### config.mk
export PLATFORM = sky130hd
export DESIGN_NAME = regs_file_sb
export DESIGN_NICKNAME = d
export VERILOG_FILES = /design/src/rtl/regs_file_sb.sv
export SDC_FILE = /design/constraint.sdc
export NUM_CORES = 2
export LEC_CHECK = 0
export BUFFER_PORTS_ARGS = -buffer_cell sky130_fd_sc_hd__buf_4
export CORE_MARGIN = 2
export CORE_UTILIZATION = 60
export CTS_CLUSTER_DIAMETER = 200
export DETAILED_ROUTE_END_ITERATION = 8
export PLACE_DENSITY = 0.88
export SLEW_MARGIN = 20
export SYNTH_ARGS = -nofsm -noshare
export SYNTH_HDL_FRONTEND = slang
export SYNTH_SLANG_ARGS = --single-unit
### constraint.sdc
create_clock -name clk -period 8.6 [get_ports clk]
set_input_delay 0.43 -clock clk [delete_from_list [all_inputs] [get_ports clk]]
set_output_delay 0.43 -clock clk [all_outputs]
set_load 0.005 [all_outputs]
### src/rtl/regs_file_sb.sv
`default_nettype none
// ============================================================================
//  Module   : regs_file_sb
//  Purpose  : Parametrised register file with one synchronous write port,
//             two combinational read ports, optional write-to-read bypass,
//             selectable reset contents, optional hardwired zero register and
//             a per-register busy scoreboard with a registered busy count.
//  Revision : 1.0 - initial release
// ============================================================================
module regs_file_sb #(
  parameter int DATA_W   = 32,
  parameter int ADDR_W   = 5,
  parameter int ZERO_REG = 1,
  parameter int BYPASS   = 1,
  parameter int RST_MODE = 1
) (
  input  logic              clk,
  input  logic              rst_n,
  input  logic [ADDR_W-1:0] A1,
  input  logic [ADDR_W-1:0] A2,
  output logic [DATA_W-1:0] RD1,
  output logic [DATA_W-1:0] RD2,
  output logic              BUSY1,
  output logic              BUSY2,
  input  logic              WE3,
  input  logic [ADDR_W-1:0] A3,
  input  logic [DATA_W-1:0] WD3,
  input  logic              SB_SET,
  input  logic [ADDR_W-1:0] SB_A,
  output logic [ADDR_W:0]   BUSY_CNT
);

  localparam int c_depth = 2**ADDR_W;

  logic [DATA_W-1:0]  r_regs [c_depth];
  logic [c_depth-1:0] r_busy;
  logic [c_depth-1:0] w_busy_nxt;
  logic [ADDR_W:0]    r_busy_cnt;
  logic [ADDR_W:0]    w_busy_cnt_nxt;
  logic               w_wr_ok;
  logic               w_set_ok;
  logic               w_cnt_inc;
  logic               w_cnt_dec;

  // Reset contents of register idx: either zero or its own index.
  function automatic logic [DATA_W-1:0] f_rst_val(input int idx);
    if (RST_MODE != 0) begin
      return DATA_W'(idx);
    end
    return '0;
  endfunction

  // Register 0 is read-only when it is the hardwired zero register.
  function automatic logic f_writable(input logic [ADDR_W-1:0] addr);
    return (ZERO_REG == 0) || (addr != '0);
  endfunction

  // Qualified write/set requests; gated by rst_n so nothing forwards or
  // updates while reset is held.
  assign w_wr_ok  = rst_n && WE3    && f_writable(A3);
  assign w_set_ok = rst_n && SB_SET && f_writable(SB_A);

  // Next busy vector and incremental count change; a set to the same
  // register as a write-clear wins.
  always_comb begin
    w_busy_nxt = r_busy;
    if (w_wr_ok)  w_busy_nxt[A3]   = 1'b0;
    if (w_set_ok) w_busy_nxt[SB_A] = 1'b1;
    w_cnt_inc = w_set_ok && !r_busy[SB_A];
    w_cnt_dec = w_wr_ok && r_busy[A3] && !(w_set_ok && (SB_A == A3));
    w_busy_cnt_nxt = r_busy_cnt;
    if (w_cnt_inc && !w_cnt_dec) begin
      w_busy_cnt_nxt = r_busy_cnt + (ADDR_W+1)'(1);
    end else if (w_cnt_dec && !w_cnt_inc) begin
      w_busy_cnt_nxt = r_busy_cnt - (ADDR_W+1)'(1);
    end
  end

  // Register storage: reset contents on rst_n, otherwise synchronous write.
  always_ff @(posedge clk or negedge rst_n) begin
    if (!rst_n) begin
      for (int i = 0; i < c_depth; i++) begin
        r_regs[i] <= f_rst_val(i);
      end
    end else if (w_wr_ok) begin
      r_regs[A3] <= WD3;
    end
  end

  // Scoreboard bits and their population count update on the same edge.
  always_ff @(posedge clk or negedge rst_n) begin
    if (!rst_n) begin
      r_busy     <= '0;
      r_busy_cnt <= '0;
    end else begin
      r_busy     <= w_busy_nxt;
      r_busy_cnt <= w_busy_cnt_nxt;
    end
  end

  assign BUSY_CNT = r_busy_cnt;

  // Read port 1: stored state, then same-cycle forwarding, then zero register.
  always_comb begin
    RD1   = r_regs[A1];
    BUSY1 = r_busy[A1];
    if ((BYPASS != 0) && w_wr_ok && (A3 == A1)) begin
      RD1   = WD3;
      BUSY1 = 1'b0;
    end
    if ((ZERO_REG != 0) && (A1 == '0)) begin
      RD1   = '0;
      BUSY1 = 1'b0;
    end
  end

  // Read port 2: resolved independently of port 1.
  always_comb begin
    RD2   = r_regs[A2];
    BUSY2 = r_busy[A2];
    if ((BYPASS != 0) && w_wr_ok && (A3 == A2)) begin
      RD2   = WD3;
      BUSY2 = 1'b0;
    end
    if ((ZERO_REG != 0) && (A2 == '0)) begin
      RD2   = '0;
      BUSY2 = 1'b0;
    end
  end

endmodule
`default_nettype wire

# ---- Yosys cells after proc, flatten, opt, wreduce, memory -nomap -nowiden
# Cells that the tools add are included.
dict set report op_classes {
  n_addsub 2
  order_cmp 10
  eq_ne 3
  mux 33
  n_bitwise 6
  n_reduce_logical 24
}
# op n
set ops {}
lappend ops {{1024-bit bitwise mux} 1}
lappend ops {{32-bit two-way mux} 11}
lappend ops {{32-bit binary-select mux with 5-bit select} 2}
lappend ops {{32-bit demux with 5-bit select} 1}
lappend ops {{32-bit AND} 1}
lappend ops {{32-bit NOT} 1}
lappend ops {{32-bit OR} 1}
lappend ops {{5-bit by 6-bit < comparator with 1-bit output (second input constant)} 4}
lappend ops {{1-bit binary-select mux with 5-bit select} 4}
lappend ops {{6-bit >= comparator (second input constant)} 3}
lappend ops {{5-bit NOT with 6-bit output} 3}
lappend ops {{5-bit equality test} 3}
lappend ops {{1-bit logical AND} 15}
lappend ops {{6-bit two-way mux} 2}
lappend ops {{1-bit demux with 5-bit select} 2}
lappend ops {{5-bit by 1-bit >= comparator with 1-bit output (second input constant)} 2}
lappend ops {{5-bit logical NOT} 2}
lappend ops {{1-bit two-way mux} 10}
lappend ops {{5-bit nonzero test} 2}
lappend ops {{6-bit by 1-bit adder with 6-bit output (second input constant)} 1}
lappend ops {{6-bit by 1-bit < comparator with 1-bit output (second input constant)} 1}
lappend ops {{6-bit by 1-bit subtractor with 6-bit output (second input constant)} 1}
lappend ops {{1-bit logical NOT} 4}
lappend ops {{2-bit nonzero test} 1}
dict set report word_totals {
  register_bits 1062
  inputBits 56
  output_inout_bits 72
  elab_cells 112
}

# ---- Longest topological paths before layout
dict set report depth {
  word_depth 9
  depth_mapped 14
  depth_no_buf 13
}

# ---- Worst setup path after synthesis
# OpenSTA, ideal clock, no wires.
dict set report synth_path {
  path_kind {in2reg}
  from {input port A3[0]}
  to {register r_busy_cnt[5], in the netlist BUSY_CNT[5]}
  setup_ns 0.079
  arrival_ns 3.496
  required_ns 8.521
  path_slack_ns 5.025
  path_stages 14
  n_path_buf 2
  cell_sequence {buf_4 buf_2 mux4_2 mux4_2 mux2i_1 or3_1 ha_1 inv_1 ha_1 a21o_1 a21oi_1 or4_1 nand4_1 xor2_1}
}
dict set report synth_between {
  elab_chain_cells 7
  elab_cells_between_ends 14
}
# item line_no
set synth_lines {}
lappend synth_lines {{start, declared} 26} ;# input logic [ADDR_W-1:0] A3,
lappend synth_lines {{1-bit binary-select mux with 5-bit select (tied with other cells)} 70} ;# w_cnt_dec = w_wr_ok && r_busy[A3] && !(w_set_ok && (SB_A == A3));
lappend synth_lines {{1-bit two-way mux (not written as such) (tied with other cells)} 70}
lappend synth_lines {{1-bit logical AND / 1-bit logical NOT (equally long branches)} 70}
lappend synth_lines {{1-bit logical AND *} 70}
lappend synth_lines {{1-bit logical NOT} 72} ;# if (w_cnt_inc && !w_cnt_dec) begin
lappend synth_lines {{1-bit logical AND} 72}
lappend synth_lines {{6-bit two-way mux / 2-bit nonzero test (equally long branches)} n/a}
lappend synth_lines {{end signal, assigned} 97} ;# r_busy_cnt <= w_busy_cnt_nxt;
lappend synth_lines {{end, declared} 38} ;# logic [ADDR_W:0] r_busy_cnt;
# Every way passes the cells marked *; elsewhere a longest branch is shown, timed or not. The select of a mux whose other input is x is not followed.
# A chain may end at the register's enable or synchronous reset.

# ---- Final worst setup path
dict set report layout_path {
  from {input port rst_n}
  to {output port RD2[2]}
}
dict set report layout_between {
  elab_chain_cells 5
}
# item line_no
set layout_lines {}
lappend layout_lines {{start, declared} 18} ;# input logic rst_n,
lappend layout_lines {{1-bit logical AND (2 in a row)} 60} ;# assign w_wr_ok = rst_n && WE3 && f_writable(A3);
lappend layout_lines {{1-bit logical AND} 121} ;# if ((BYPASS != 0) && w_wr_ok && (A3 == A2)) begin
lappend layout_lines {{32-bit two-way mux} 121}
lappend layout_lines {{32-bit two-way mux} 125} ;# if ((ZERO_REG != 0) && (A2 == '0)) begin
lappend layout_lines {{end, declared} 22} ;# output logic [DATA_W-1:0] RD2,
# Every way passes these cells.

==> flow_results.xml <==
<?xml version="1.0" encoding="UTF-8"?>
<metrics>
  <group name="status">
    <metric name="status" unit="">completed</metric>
  </group>
  <group name="finish">
    <metric name="area.growth.synth_to_final" unit="%">9.13</metric>
    <metric name="finalNetCount" unit="">4030</metric>
    <metric name="final-seq-area" unit="um2">26700</metric>
    <metric name="count_of_non_filler_cells_in_the_finished_layout" unit="">5349</metric>
    <metric name="layout_cell_share_with_drive_strength_beyond_1" unit="">0.504</metric>
    <metric name="final.fill_count" unit="">6454</metric>
    <metric name="mostFrequentLayoutCell" unit="">mux2_2</metric>
    <metric name="multi_input_comb_area" unit="um2">29600</metric>
    <metric name="most-common-layout-cells" unit="">1,119 x mux2_2, 982 x dfrtp_1, 401 x mux4_2</metric>
  </group>
  <group name="clocking">
    <metric name="clk_path_buf_depth" unit="">3</metric>
    <metric name="cts_tree" unit="">yes</metric>
    <metric name="clk-insertion-delay-late" unit="ns">0.69</metric>
    <metric name="htreeDepth" unit="">3</metric>
    <metric name="numCtsBuffers" unit="">107</metric>
    <metric name="clkSlewWorstSetupHoldPaths" unit="ns">0.07</metric>
    <metric name="numClockSinks" unit="">1062</metric>
    <metric name="cts-root-buf" unit="">clkbuf_16</metric>
  </group>
  <group name="setup_path">
    <metric name="peak_per_stage_delay_on_the_critical_path" unit="ns">0.75</metric>
    <metric name="setup.worst_path.start_class" unit="">primary input</metric>
    <metric name="slowest_stage" unit="">nor4_4</metric>
    <metric name="crit_top_cell" unit="">buf_4</metric>
    <metric name="crit_path_cell_trace" unit="">dlygate4sd3_1, buf_8, and2_1, o41ai_4, nor4_4, buf_4, nor2_4, buf_16, a32o_1, buf_4</metric>
    <metric name="timing.critical_path.buf_inv" unit="">5</metric>
    <metric name="cp-end-kind" unit="">output port</metric>
    <metric name="arrival" unit="ns">4.61</metric>
    <metric name="timing.critical_path.max_delay_family" unit="">buffers and inverters</metric>
    <metric name="critPathRequiredTime" unit="ns">8.17</metric>
    <metric name="path_max_fanout" unit="">88</metric>
    <metric name="critPathKind" unit="">primary input to output port</metric>
  </group>
  <group name="place">
    <metric name="port_buffers" unit="">127</metric>
    <metric name="dp.cells" unit="">5134</metric>
    <metric name="gp_congestion" unit="">0.934</metric>
    <metric name="final_hpwl_dp" unit="um">103000</metric>
  </group>
  <group name="power_and_ir_drop">
    <metric name="leakagePower" unit="uW">0.0280</metric>
    <metric name="power.clock.fraction" unit="">0.361</metric>
    <metric name="p_comb_frac" unit="">0.183</metric>
    <metric name="power_density" unit="nW/um2">216</metric>
    <metric name="switchingPower" unit="uW">3780</metric>
    <metric name="p_seq_frac" unit="">0.456</metric>
    <metric name="worst_vdd_rail_ir_drop" unit="mV">0.193</metric>
    <metric name="netSwitchingFraction" unit="">0.276</metric>
    <metric name="p_int" unit="uW">9920</metric>
  </group>
  <group name="logic_synthesis">
    <metric name="synth_edf_count" unit="">0</metric>
    <metric name="synth-seq-area-share" unit="">0.458</metric>
    <metric name="avgSynthCellArea" unit="um2">14.2</metric>
    <metric name="synth_top_flop_cell" unit="">dfrtp_1</metric>
    <metric name="syn-instance-count" unit="">4112</metric>
    <metric name="syn_nets" unit="">4174</metric>
    <metric name="synth_top_area_share" unit="">0.422</metric>
    <metric name="synth.lib_cells_used.distinct" unit="">64</metric>
    <metric name="yosys_register_bits" unit="">1062</metric>
    <metric name="synth_area" unit="um2">58200</metric>
    <metric name="synth.yosys.warnings" unit="">0</metric>
    <metric name="synth_async_sr_flop_share" unit="">1.00</metric>
    <metric name="synth.largest_area_cell" unit="">dfrtp_1</metric>
    <metric name="post_synth_main_area_contributors" unit="">dfrtp_1 42%, mux2_2 22%, mux4_2 16%</metric>
  </group>
  <group name="drt">
    <metric name="routedWlPerCell" unit="um">34.9</metric>
    <metric name="drtPass1Iterations" unit="">9</metric>
    <metric name="route.antenna.remaining_nets" unit="">0</metric>
    <metric name="wirelength_met1" unit="um">65400</metric>
    <metric name="vias" unit="">41303</metric>
    <metric name="route.detailed.drc" unit="">0</metric>
    <metric name="drt-vias-per-instance" unit="">7.72</metric>
    <metric name="drt_first_iter_violations" unit="">6611</metric>
    <metric name="totalWireLength" unit="um">187000</metric>
    <metric name="met2_length" unit="um">81200</metric>
    <metric name="met3_length" unit="um">27400</metric>
    <metric name="top_layer_used" unit="">met5</metric>
  </group>
  <group name="floorplanning">
    <metric name="core_area" unit="um2">96400</metric>
    <metric name="floorplan.die.height" unit="um">315</metric>
    <metric name="floorplan.die_area" unit="um2">99500</metric>
    <metric name="ios" unit="">128</metric>
    <metric name="starting_density" unit="">0.604</metric>
    <metric name="fp-row-count" unit="">114</metric>
    <metric name="die_width" unit="um">315</metric>
  </group>
  <group name="job">
    <metric name="max_cap_viol_count" unit="">0</metric>
  </group>
  <group name="sta">
    <metric name="finalMaxSlewViolations" unit="">0</metric>
    <metric name="slew_headroom" unit="">0.160</metric>
    <metric name="worst_tran_pin_value" unit="ns">1.25</metric>
    <metric name="skew" unit="ns">0.00912</metric>
    <metric name="finalCriticalPeriod" unit="ns">5.04</metric>
    <metric name="setup_violations" unit="">0</metric>
    <metric name="timing.fmax" unit="MHz">199</metric>
    <metric name="final_min_period_over_clock_period" unit="">0.586</metric>
    <metric name="unrepaired_setup_endpoints_after_global_routing" unit="">false</metric>
    <metric name="fin_setup_tns" unit="ns">0</metric>
    <metric name="hold_violations" unit="">0</metric>
  </group>
  <group name="grt">
    <metric name="grt_overflow_total" unit="">0</metric>
    <metric name="antenna_found_initial" unit="">14</metric>
    <metric name="grt_pass1_wl" unit="um">277000</metric>
    <metric name="grt_util_all_layers" unit="">0.377</metric>
    <metric name="grt_pass1_vias" unit="">42244</metric>
    <metric name="pin_count_of_the_biggest_net_entering_global_routing" unit="">187</metric>
  </group>
  <group name="min_path">
    <metric name="timing.hold.worst.class" unit="">primary input to flop</metric>
  </group>
</metrics>
[worst reg2reg max path: stages, from the launching register on]
cell     delay [ns]
dfrtp_1        0.44
mux4_2         0.51
mux4_2         0.48
mux2i_1        0.17
or3_1          0.15
ha_1           0.29
inv_1          0.17
ha_1           0.31
a21o_1         0.10
a21oi_1        0.10
or4_1          0.48
nand4_1        0.15
xor2_1         0.17
[final cells by class]
| class | count | area share |
|---|---|---|
| Clock buffer | 164 | 0.0514 |
| Tap cell | 1276 | 0.0251 |
| Multi-Input combinational cell | 2552 | 0.466 |
| Antenna cell | 15 | 0.000591 |
| Clock inverter | 35 | 0.00729 |
| Sequential cell | 1062 | 0.420 |
| Timing Repair Buffer | 211 | 0.0278 |
| Inverter | 34 | 0.00201 |
[final timing paths]
kind	from	to	slack, ns	cells past startpoint
setup reg to reg	r_busy[31]$_DFF_PN0_	BUSY_CNT[5]$_DFFE_PN0P_	5.00	12
max in group asynchronous	rst_n	r_regs[885]$_DFFE_PN0P_	5.18	5
hold / removal	SB_A[2]	r_busy[10]$_DFF_PN0_	0.02	2
setup / recovery	rst_n	RD2[2]	3.56	10
hold reg to reg	r_regs[997]$_DFFE_PN0P_	r_regs[997]$_DFFE_PN0P_	0.40	0
min in group asynchronous	rst_n	r_regs[22]$_DFFE_PN0P_	0.34	2
[logic make-up after synthesis]
| family | count (synthesis) | synth area share |
|---|---|---|
| compound gates | 438 | 0.0567 |
| xor+xnor | 20 | 0.00301 |
| fa+ha+maj | 6 | 0.00142 |
| buf+inv | 498 | 0.0389 |
| flops | 1062 | 0.458 |
| mux | 1775 | 0.415 |
| simple gates | 313 | 0.0263 |
[Yosys cell counts (4+ instances only)]
cell type,count
nand3_1,50
a221o_1,25
and2_1,4
inv_1,32
a221oi_1,35
mux2i_1,255
buf_4,32
nand2_1,121
a22oi_1,69
a32oi_1,5
dfrtp_1,982
nand2b_1,6
o22ai_1,38
ha_1,5
a222oi_1,20
buf_1,31
o21ai_0,51
or2_2,5
buf_2,164
a32o_1,33
nor3_1,16
buf_6,9
mux2_2,1119
a21oi_1,61
xor2_1,7
nor2b_1,17
nor2_1,41
a211oi_1,31
and3_1,8
a211o_1,14
nor3b_1,6
a31oi_1,6
mux4_2,401
a22o_1,5
xnor2_1,13
nor4_2,4
o221ai_1,31
dfstp_2,80
clkbuf_1,227
nor4_1,16
[sequential cells by signal (all words and copies together) (netlist names)]
name / flops
r_busy: 32
r_regs: 1024
BUSY_CNT: 6
[power groups by stage]
stage	Clock (uW)	Sequential [uW]	Combinational, uW
6_report	4950	6240	2500
5_1_grt	5160	6300	2630
4_1_cts	4950	6210	2460
3_5_place_dp	0	6280	2430
3_3_place_gp	0	6210	2350
2_1_floorplan	0	6100	1770
[layer usage]
metal | GRT usage | up-vias
met5 | 0.00189 | -
met4 | 0.225 | 14
met3 | 0.136 | 924
met2 | 0.544 | 3585
met1 | 0.493 | 21212
li1 | - | 15568
[through the flow]
stage | setup slack [ns] | cell area [um2] | hold WS, ns | utilization | power, uW
finish | 3.56 | 63500 | 0.0223 | 0.659 | 13700
global route | 3.59 | 63500 | 0.0213 | 0.659 | 14100
CTS | 3.71 | 63500 | 0.00164 | 0.658 | 13600
detailed placement | 4.09 | 59700 | 0.384 | 0.620 | 8710
global placement | 3.68 | 59700 | 0.377 | 0.619 | 8560
floorplan | 5.03 | 58200 | 0.134 | - | 7860
[timing repair]
item	in CTS	in global routing
buffers inserted	0	0
hold buffers	1	0
resized for setup	0	0
hold endpoints to repair	68	0
Power figures use the tool's default switching activity.
